[src/rtl/hit_resolver.sv]
// Melee hit resolution for a single attacker/defender pair: reach test, one hit per
// attack, saturating health, hitstun countdown and an absorbing knockout state.
module hit_resolver #(
  parameter int MAX_HP         = 100,
  parameter int DAMAGE         = 10,
  parameter int HIT_RANGE      = 40,
  parameter int V_RANGE        = 32,
  parameter int HITSTUN_FRAMES = 20
) (
  input  logic       clk,
  input  logic       reset,
  input  logic       SCEN,
  input  logic       atk_active,
  input  logic       atk_busy,
  input  logic [9:0] atk_x,
  input  logic [9:0] atk_y,
  input  logic       atk_facing_right,
  input  logic [9:0] def_x,
  input  logic [9:0] def_y,
  output logic       hitstun_active,
  output logic [5:0] hitstun_frame,
  output logic       hit_pulse,
  output logic [6:0] def_hp,
  output logic       ko
);

  typedef enum logic [1:0] {
    IDLE = 2'd0,
    STUN = 2'd1,
    KO   = 2'd2
  } state_t;

  localparam logic [10:0] H_REACH   = 11'(HIT_RANGE);
  localparam logic [10:0] V_REACH   = 11'(V_RANGE);
  localparam logic [6:0]  HP_INIT   = 7'(MAX_HP);
  localparam logic [6:0]  HP_DMG    = 7'(DAMAGE);
  localparam logic [5:0]  STUN_LAST = 6'(HITSTUN_FRAMES - 1);

  state_t     state_r;
  logic [5:0] count_r;
  logic       hit_latched_r;

  logic [9:0] dx_s;
  logic [9:0] dy_s;
  logic       h_ok_s;
  logic       v_ok_s;
  logic       qualify_s;
  logic       hit_s;
  logic [6:0] hp_after_s;

  // Reach test: order first, then subtract, so positions never wrap.
  always_comb begin
    dx_s   = 10'd0;
    h_ok_s = 1'b0;
    if (atk_facing_right) begin
      if (def_x >= atk_x) begin
        dx_s   = def_x - atk_x;
        h_ok_s = ({1'b0, dx_s} <= H_REACH);
      end else begin
        h_ok_s = 1'b0;
      end
    end else begin
      if (atk_x >= def_x) begin
        dx_s   = atk_x - def_x;
        h_ok_s = ({1'b0, dx_s} <= H_REACH);
      end else begin
        h_ok_s = 1'b0;
      end
    end
  end

  // Vertical offset magnitude check.
  always_comb begin
    dy_s   = 10'd0;
    v_ok_s = 1'b0;
    if (atk_y >= def_y) begin
      dy_s = atk_y - def_y;
    end else begin
      dy_s = def_y - atk_y;
    end
    v_ok_s = ({1'b0, dy_s} <= V_REACH);
  end

  // Hit qualification and saturating health after damage.
  always_comb begin
    qualify_s  = atk_active & h_ok_s & v_ok_s;
    hit_s      = SCEN & qualify_s & ~hit_latched_r & (state_r == IDLE);
    hp_after_s = 7'd0;
    if (def_hp > HP_DMG) begin
      hp_after_s = def_hp - HP_DMG;
    end else begin
      hp_after_s = 7'd0;
    end
  end

  // Defender state machine; all outputs registered from the next state.
  always_ff @(posedge clk) begin
    if (reset) begin
      state_r        <= IDLE;
      count_r        <= 6'd0;
      hit_latched_r  <= 1'b0;
      def_hp         <= HP_INIT;
      hitstun_active <= 1'b0;
      hitstun_frame  <= 6'd0;
      hit_pulse      <= 1'b0;
      ko             <= 1'b0;
    end else begin
      hit_pulse <= hit_s;
      if (SCEN) begin
        // Latch sets even while stunned so a lingering attack cannot land later.
        if (!atk_busy) begin
          hit_latched_r <= 1'b0;
        end else if (qualify_s) begin
          hit_latched_r <= 1'b1;
        end
        case (state_r)
          IDLE: begin
            if (hit_s) begin
              def_hp <= hp_after_s;
              if (hp_after_s == 7'd0) begin
                state_r <= KO;
                ko      <= 1'b1;
              end else begin
                state_r        <= STUN;
                count_r        <= 6'd0;
                hitstun_active <= 1'b1;
                hitstun_frame  <= 6'd0;
              end
            end
          end
          STUN: begin
            if (count_r == STUN_LAST) begin
              state_r        <= IDLE;
              count_r        <= 6'd0;
              hitstun_active <= 1'b0;
              hitstun_frame  <= 6'd0;
            end else begin
              count_r        <= count_r + 6'd1;
              hitstun_frame  <= count_r + 6'd1;
            end
          end
          KO: begin
            def_hp         <= 7'd0;
            ko             <= 1'b1;
            hitstun_active <= 1'b0;
            hitstun_frame  <= 6'd0;
          end
          default: begin
            state_r        <= IDLE;
            count_r        <= 6'd0;
            hitstun_active <= 1'b0;
            hitstun_frame  <= 6'd0;
          end
        endcase
      end
    end
  end

endmodule

[config.mk]
export PLATFORM = sky130hd
export DESIGN_NAME = hit_resolver
export DESIGN_NICKNAME = d
export VERILOG_FILES = /design/src/rtl/hit_resolver.sv
export SDC_FILE = /design/constraint.sdc
export NUM_CORES = 1
export LEC_CHECK = 0
export ABC_CLOCK_PERIOD_IN_PS = 7500
export CAP_MARGIN = 25
export CORE_UTILIZATION = 40
export CTS_CLUSTER_DIAMETER = 50
export DETAILED_ROUTE_END_ITERATION = 7
export HOLD_SLACK_MARGIN = 0.1
export MAX_ROUTING_LAYER = met4
export PLACE_DENSITY = 0.68
export SLEW_MARGIN = 20
export SYNTH_ARGS = -nofsm -noshare
export SYNTH_HDL_FRONTEND = slang
export SYNTH_SLANG_ARGS = --single-unit
[constraint.sdc]
create_clock -name clk -period 7.5 [get_ports clk]
set_input_delay 1.125 -clock clk [delete_from_list [all_inputs] [get_ports clk]]
set_output_delay 1.125 -clock clk [all_outputs]
set_load 0.005 [all_outputs]
==> metrics.md, run 1 <==
| Metric | Value |
|---|---|
| Status | `completed` |
| Port bufs | `61` |
| DRC errors left | `0` |
| Critical Path AT | `4.72 ns` |
| Post-synth cell types | `79` |
| Starting DRT DRC Count | `163` |
| Ratio of cells with drive above 1 in the final layout | `6.166%` |
| Sequential area share after synthesis | `14.16%` |
| CP Class | `input pin to flop` |
| Peak VDD IR | `0.05440 mV` |
| WL/cell | `14.27 µm` |
| Post-Syn Instances | `473` |
| Placer Congestion | `0.9208` |
| Final setup viols | `0` |
| Post-route ant nets | `0` |
| Post-CTS setup buffers | `0` |
| Synth Flop Type | `dfxtp_1` |
| WHS | `0.4754 ns` |
| Antenna diodes | `0` |
| Final nets | `607` |
| Fillers | `809` |
| Number of vias per cell | `5.873` |
| Clock transition at path regs | `0.09 ns` |
| Max-cap violations | `0` |
| Min Tclk post-route | `4.573 ns` |
| Setup tns final | `0 ns` |
| # rows | `33` |
| RSZ-0062 raised after global routing | `false` |
| Ports | `62` |
| Post-Syn Area | `3535 µm²` |
| Syn avg cell area | `7.473 µm²` |
| CTS tree | `yes` |
| Placed Cells | `619` |
| Die X | `96.01 µm` |
| Worst path required time | `7.64 ns` |
| Tightest Pin Transition | `0.6951 ns` |
| Die height | `96.01 µm` |
| Register area | `500.5 µm²` |
| Fin. Hold Viols | `0` |
| Power per Cell Area | `100.4 nW/µm²` |
| Fin. max-slew vios | `0` |
| Crit-path slowest cell | `or4b_4` |
| Yosys warns | `0` |
| Startpoint Class | `input pin` |
| Global-route wire length before repair | `15.15 mm` |
| Fin cells | `624` |
| Clock skew | `0.001900 ns` |
| CTS Root Cell | `clkbuf_8` |
| Vias in the first global route | `3464` |
| Slew margin rel. | `53.17%` |
| Net count after synthesis | `560` |
| Leak | `1.813 nW` |
| Total GRT Usage | `20.82%` |
| Die ar. | `9217 µm²` |
| CP Cell Sequence | `clkdlybuf4s50_1 -> inv_1 -> ha_1 -> a21o_1 -> a31o_2 -> o41ai_1 -> a22oi_2 -> mux2i_1 -> or2_1 -> or4b_4 -> nor3_2 -> o21ai_0` |
| Hold Path Class | `flop to flop` |
| Async SR Flop Fraction | `0%` |
| Initial core utilization | `42.17%` |
| Synth-to-Final Area Change | `20.04%` |
| Largest net degree at the start of global routing | `29` |
| Crit Path Max Fanout | `13` |
| Via count | `3665` |
| Sink Count | `25` |
| Post-synth EDFFs | `0` |
| Grt ovf | `0` |
| Initial antenna violation count | `0` |
| H-tree depth | `1` |
| Clk_lat worst skew | `0.27 ns` |
| Post-CTS Hold Fix Bufs | `0` |
| Clk buf depth | `2` |
| Period utilization | `60.97%` |
| Area of the multi-input gates | `2718 µm²` |
| Post-Route WL | `8.902 mm` |
| Max Clock Freq | `218.7 MHz` |
| #FFs+latches synth | `25` |
| First-pass DRT Iterations | `5` |
| Worst setup EP type | `flop` |
| Slowest stage delay, CP | `0.59 ns` |
| Core area | `8382 µm²` |
| CTS buffer count | `3` |
| Hpwl dp | `7.064 mm` |
| Post-CTS sizing | `0` |
[placed cells by master, fill, tap and decap left out, types with 4 or more instances in the layout]
cell type        Yosys  routed
clkdlybuf4s50_1      0      61
inv_1               59      59
ha_1                41      41
nor2_1              30      30
a21oi_1             27      27
nand2_1             27      27
o21ai_0             25      25
dfxtp_1             25      25
nand3_1             15      15
a31oi_1             11      11
o41ai_1             10      10
a21o_1               9       9
nand2b_1             9       9
xnor2_1              8       8
nor2b_1              7       7
nor4_1               7       7
xor2_1               6       6
o21a_1               6       6
nor3_1               6       6
or3_1                5       5
and3_1               5       5
nand4_1              5       5
a211oi_1             5       5
mux2i_1              5       5
o22ai_1              5       5
and2_1               5       5
a211o_1              5       5
nand3b_1             4       4
o211a_1              4       4
o211ai_1             4       4
nor4b_1              4       4
o32a_1               4       4
[through the flow]
stage | cell area (µm²) | setup slack [ns] | utilization, % | power (mW)
after CTS | 4232 | 2.934 | 50.49 | 0.4239
after detailed placement | 4185 | 2.641 | 49.93 | 0.3443
after global routing | 4243 | 2.689 | 50.62 | 0.4555
after global placement | 4185 | 2.721 | 49.93 | 0.3418
final | 4243 | 2.927 | 50.62 | 0.4259
after floorplan | 3535 | 3.545 | - | 0.2867
[sequential cells by signal, indices dropped and copies added (netlist names)]
name            flops
hit_latched_r       1
def_hp              7
hit_pulse           1
count_r             6
hitstun_frame       6
state_r             2
hitstun_active      1
ko                  1
[synthesized netlist by cell type, types with 5 or more instances]
library cell	count	share of area, %
inv_1	59	6.3
ha_1	41	15
nor2_1	30	3.2
a21oi_1	27	3.8
nand2_1	27	2.9
dfxtp_1	25	14
o21ai_0	25	3.5
nand3_1	15	2.1
a31oi_1	11	1.9
clkbuf_1	10	1.1
o41ai_1	10	2.5
a21o_1	9	1.9
nand2b_1	9	1.6
xnor2_1	8	2.0
buf_2	7	0.99
nor2b_1	7	1.2
nor4_1	7	1.2
nor3_1	6	0.85
o21a_1	6	1.3
xor2_1	6	1.5
a211o_1	5	1.2
a211oi_1	5	1.1
and2_1	5	0.88
and3_1	5	0.88
mux2i_1	5	1.4
nand4_1	5	0.88
o22ai_1	5	0.88
or3_1	5	0.88
[worst paths after layout]
kind                  start                to  slack (ns)  depth (start not counted)
max                atk_y[5]  hitstun_frame[5]        2.93                         12
min          hitstun_active    hitstun_active        0.48                          2
max reg2reg       def_hp[1]  hitstun_frame[5]        5.21                          7
min reg2reg  hitstun_active    hitstun_active        0.48                          2
[area by class of cell]
class,instances,area share (%)
timing repair buffer,62,14.66
multi-input combinational,368,64.05
clock buffer,3,0.9732
inverter,60,5.308
clock inverter,1,0.1180
tap,105,3.096
sequential,25,11.80
[where the power goes]
group | switching (mW) | leakage, nW | internal [mW]
Sequential | 0.000356 | 0.201 | 0.133
Combinational | 0.117 | 1.59 | 0.0943
Clock | 0.0440 | 0.0255 | 0.0372
[logic make-up (layout without fill, tap and decap cells)]
family	Yosys count	after routing	synth area share, %
compound gates	154	154	32.00
xor+xnor	14	14	3.469
fa+ha+maj	41	41	14.51
buf+inv	80	126	8.955
flops	25	25	14.16
mux	5	5	1.416
simple gates	154	154	25.49
[worst max-delay path: cells and delay by family]
kind / cells / cell delay (ns)
and+or+nand+nor: 3 / 1.29
AOI/OAI and AO/OA: 5 / 1.15
buffers and inverters: 2 / 0.53
adders and majority gates: 1 / 0.45
muxes: 1 / 0.18
[per-layer routing]
metal,share of wire [%],global-route usage [%]
met3,4.4,2.528
met5,0,-
met4,1.2,5.970
met2,49,36.47
met1,45,24.93
(Power assumes the default switching activity.)
==> run 2: changes to the inputs <==
Settings changed: ABC_CLOCK_PERIOD_IN_PS 7500 to 4000, PLACE_DENSITY 0.68 to 0.71.
Clock period 7.5 ns to 4 ns, I/O delays scaled along.
==> run 2 against run 1 <==
Critical path depth grew 1. Clock power grew 100%. Via count grew 3.6%. Final area grew 6.6%. Combinational power grew 110%. Setup slack lost 2.7 ns. Non-clock buffer count grew 33. Hold slack is essentially flat.
==> metrics.md, run 2 (synthesis results as in run 1) <==
| Metric | Value |
|---|---|
| H-tree depth | `1` |
| Total GRT Usage | `21.63%` |
| Status | `completed` |
| Biggest register | `def_hp` |
| Commonest non-fill, non-tap cells in the layout | `61 x clkdlybuf4s50_1, 59 x inv_1, 41 x ha_1` |
| Placer Congestion | `0.9349` |
| Port bufs | `61` |
| Worst path required time | `4.23 ns` |
| Core area | `8382 µm²` |
| Hpwl dp | `7.543 mm` |
| Vias in the first global route | `3542` |
| Period utilization | `93.51%` |
| Die height | `96.01 µm` |
| Slowest stage delay, CP | `0.48 ns` |
| Ports | `62` |
| Number of vias per cell | `5.779` |
| Global-route wire length before repair | `15.72 mm` |
| Max reg flops | `7` |
| Largest net degree at the start of global routing | `29` |
| CP Class | `input pin to flop` |
| Hold Path Class | `flop to flop` |
| Max Clock Freq | `267.3 MHz` |
| RSZ-0062 raised after global routing | `false` |
| Tightest Pin Transition | `0.5056 ns` |
| Post-route ant nets | `0` |
| Initial antenna violation count | `0` |
| Synth-to-Final Area Change | `27.93%` |
| Clock transition at path regs | `0.10 ns` |
| WHS | `0.4757 ns` |
| Via count | `3797` |
| Worst slack after detailed placement | `-0.07143 ns` |
| Critical Path AT | `3.97 ns` |
| Die ar. | `9217 µm²` |
| Clk_lat worst skew | `0.28 ns` |
| Crit-path slowest cell | `clkdlybuf4s50_1` |
| Fin. max-slew vios | `0` |
| Die X | `96.01 µm` |
| Top Family by Delay on Critical Path | `simple AND/OR/NAND/NOR gates` |
| Ratio of cells with drive above 1 in the final layout | `12.32%` |
| CTS Root Cell | `clkbuf_8` |
| CTS buffer count | `3` |
| Post-Route WL | `9.476 mm` |
| Worst setup EP type | `flop` |
| Worst path bufs/invs | `3` |
| DRC errors left | `0` |
| Fin. Hold Viols | `0` |
| Grt ovf | `0` |
| WL/cell | `14.42 µm` |
| Top flop regs | `def_hp (7), count_r (6), hitstun_frame (6)` |
| Leak | `1.985 nW` |
| # rows | `33` |
| Post-CTS setup buffers | `0` |
| Crit Path Max Fanout | `7` |
| Final setup viols | `0` |
| Power per Cell Area | `190.8 nW/µm²` |
| Initial core utilization | `42.17%` |
| Max-cap violations | `0` |
| Startpoint Class | `input pin` |
| Clock skew | `0.004929 ns` |
| Antenna diodes | `0` |
| Slew margin rel. | `66.26%` |
| Clk buf depth | `2` |
| Starting DRT DRC Count | `191` |
| Worst Slack Setup Final | `0.2595 ns` |
| Final nets | `640` |
| Placed Cells | `653` |
| CTS tree | `yes` |
| CP Cell Sequence | `clkdlybuf4s50_1 -> inv_1 -> ha_1 -> and3_1 -> o21ai_1 -> a31oi_1 -> or4_1 -> a21oi_1 -> a41oi_1 -> buf_4 -> nor3_1 -> nor4bb_1 -> o221a_2` |
| Sink Count | `25` |
| Peak VDD IR | `0.09927 mV` |
| First-pass DRT Iterations | `5` |
| Post-route total power | `862.6 µW` |
| Fin cells | `657` |
| Most common cell after layout, fill and taps aside | `clkdlybuf4s50_1` |
| Post-CTS Hold Fix Bufs | `0` |
| Min Tclk post-route | `3.740 ns` |
[run 2: layout make-up]
cell class                      count  area, µm²
Inverter                           60      225.2
Clock inverter                      1      7.507
Multi-Input combinational cell    368       2750
Fill cell                         817       3860
Sequential cell                    25      500.5
Timing Repair Buffer               95      865.8
Clock buffer                        3      41.29
Tap cell                          105      131.4
[run 2: stage by stage]
stage | setup TNS (ns) | instance area (µm²) | util [%]
6_report | 0 | 4522 | 53.95
5_1_grt | 0 | 4522 | 53.95
4_1_cts | 0 | 4489 | 53.56
3_5_place_dp | -0.2228 | 4441 | 52.98
3_3_place_gp | 0 | 4441 | 52.98
2_1_floorplan | 0 | 3535 | -
[run 2: metal layers]
layer / GRT usage, % / routed length [µm]
met3: 1.738 / 496
met4: 5.473 / 97
met1: 28.30 / 4488
met5: - / 0
met2: 35.87 / 4394
[run 2: path summary, 6_finish.rpt]
| check | startpoint | endpoint | slack [ns] | cells past startpoint |
|---|---|---|---|---|
| worst max-delay path | atk_x[2] | hit_latched_r | 0.26 | 13 |
| worst min-delay path | hitstun_active | hitstun_active | 0.48 | 2 |
| worst max register to register | def_hp[1] | count_r[0] | 1.73 | 8 |
| worst min register to register | hitstun_active | hitstun_active | 0.48 | 2 |
[run 2: timing repair]
item	in CTS	in global routing
setup endpoints to repair	0	11
endpoints found under the hold margin	0	0
gates resized for setup	0	7
[run 2: power breakdown]
group / internal [mW] / switching, mW / total [mW]
clock network: 0.0710 / 0.0927 / 0.164
registers: 0.249 / 0.000681 / 0.250
logic: 0.217 / 0.233 / 0.449
[run 2: worst min-delay path: stages, from the launching register on]
cell	delay, ns
dfxtp_1	0.33
nand2_1	0.06
o31ai_1	0.05
==> run 3: changes to the inputs <==
Settings changed: RECOVER_POWER from default to 100.
==> run 3 against run 2 <==
Register-to-register slack got worse by 0.05 ns. Critical path depth did not move. Combinational power is 0.9% lower. Clock skew rose by 0.0017 ns. Clock power about the same. Routed wire length up 0.74%. Sequential share of layout area up 0.062 points. Highest routed layer unchanged.
==> metrics.md, run 3 (synthesis results as in run 1) <==
| Metric | Value |
|---|---|
| Status | `completed` |
| Max Clock Freq | `265.3 MHz` |
| Slew margin rel. | `66.04%` |
| Port bufs | `61` |
| Ports | `62` |
| Largest net degree at the start of global routing | `29` |
| Hold Path Class | `flop to flop` |
| Die ar. | `9217 µm²` |
| Post-CTS setup buffers | `0` |
| Post-layout util | `53.65%` |
| Initial core utilization | `42.17%` |
| Die X | `96.01 µm` |
| Top flop regs | `def_hp (7), count_r (6), hitstun_frame (6)` |
| Fillers | `820` |
| Clock transition at path regs | `0.10 ns` |
| WHS | `0.4791 ns` |
| Hpwl dp | `7.543 mm` |
| Post-route total power | `857.5 µW` |
| RSZ-0062 raised after global routing | `false` |
| Fin. max-slew vios | `0` |
| Worst path required time | `4.16 ns` |
| Final Cell Area | `4497 µm²` |
| Clk buf depth | `2` |
| Power per Cell Area | `190.7 nW/µm²` |
| CTS buffer count | `3` |
| Final nets | `640` |
| Critical Path AT | `3.93 ns` |
| Crit Path Max Fanout | `7` |
| Commonest non-fill, non-tap cells in the layout | `59 x inv_1, 45 x clkdlybuf4s50_1, 41 x ha_1` |
| Final setup viols | `0` |
| CTS Root Cell | `clkbuf_8` |
| Max-cap violations | `0` |
| CP Class | `input pin to flop` |
| Most common cell after layout, fill and taps aside | `inv_1` |
| Worst slack after detailed placement | `-0.07143 ns` |
| Max reg flops | `7` |
| Biggest register | `def_hp` |
| H-tree depth | `1` |
| WL/cell | `14.53 µm` |
| Min Tclk post-route | `3.769 ns` |
| Synth-to-Final Area Change | `27.22%` |
| Worst setup EP type | `flop` |
| Fin. Hold Viols | `0` |
| DP Area | `4441 µm²` |
| Ratio of cells with drive above 1 in the final layout | `11.78%` |
| Sink Count | `25` |
| CTS tree | `yes` |
| Period utilization | `94.23%` |
| Fin cells | `657` |
| Placed Cells | `653` |
| Initial antenna violation count | `0` |
| Vias in the first global route | `3542` |
| Tightest Pin Transition | `0.5087 ns` |
| Peak VDD IR | `0.09938 mV` |
| Startpoint Class | `input pin` |
| Post-route ant nets | `0` |
| First-pass DRT Iterations | `5` |
| Clk_lat worst skew | `0.28 ns` |
| Die height | `96.01 µm` |
| Antenna diodes | `0` |
| DRC errors left | `0` |
| Grt ovf | `0` |
| Total GRT Usage | `21.63%` |
| Worst Slack Setup Final | `0.2307 ns` |
| Leak | `2.010 nW` |
| Global-route wire length before repair | `15.72 mm` |
| Setup tns final | `0 ns` |
| Clock skew | `0.006585 ns` |
| Core area | `8382 µm²` |
| Placer Congestion | `0.9349` |
| Starting DRT DRC Count | `179` |
| # rows | `33` |
| Post-Route WL | `9.546 mm` |
| Via count | `3799` |
| Number of vias per cell | `5.782` |
==> run 3: layer usage <==
layer,part of all wire [%],vias up,track usage (%)
met5,0,-,-
met1,48,1786,28.30
met2,47,97,35.87
met4,0.98,0,5.473
met3,4.3,10,1.738
li1,-,1906,-
==> run 3: final timing paths <==
| check | start | to | slack, ns | cells past startpoint |
|---|---|---|---|---|
| setup reg to reg | def_hp[1] | count_r[0] | 1.68 | 8 |
| hold / removal | def_hp[0] | def_hp[0] | 0.48 | 2 |
| hold reg to reg | def_hp[0] | def_hp[0] | 0.48 | 2 |
| setup / recovery | atk_y[3] | count_r[0] | 0.23 | 13 |
==> run 3: what timing repair did <==
| action | in CTS | in global routing |
|---|---|---|
| hold buffers | 0 | 0 |
| gates resized for setup | 0 | 7 |
| setup endpoints to repair | 0 | 11 |
==> run 3: area by class of cell <==
cell class / instances / area [µm²] / share of cell area, %
clock buffers: 3 / 41.29 / 0.9182
clock inverters: 1 / 7.507 / 0.1669
inverters: 60 / 225.2 / 5.008
multi-input cells: 368 / 2735 / 60.82
flip-flops and latches: 25 / 500.5 / 11.13
well taps: 105 / 131.4 / 2.922
repair buffers: 95 / 855.8 / 19.03
==> run 3: power breakdown <==
part	leakage, nW	switching [mW]	total (mW)	internal (mW)
Sequential	0.201	0.000692	0.250	0.249
Combinational	1.79	0.231	0.445	0.214
Clock	0.0217	0.0919	0.163	0.0710
Total	2.01	0.324	0.857	0.534
==> run 3: worst max-delay path, stage by stage <==
cell             delay [ns]
clkdlybuf4s50_1        0.48
inv_1                  0.05
ha_1                   0.33
a21o_1                 0.24
a31oi_2                0.29
a21oi_2                0.16
a2111oi_2              0.36
or3_1                  0.19
a22o_4                 0.15
or4b_4                 0.53
nor4_4                 0.22
clkbuf_2               0.24
o41ai_1                0.09
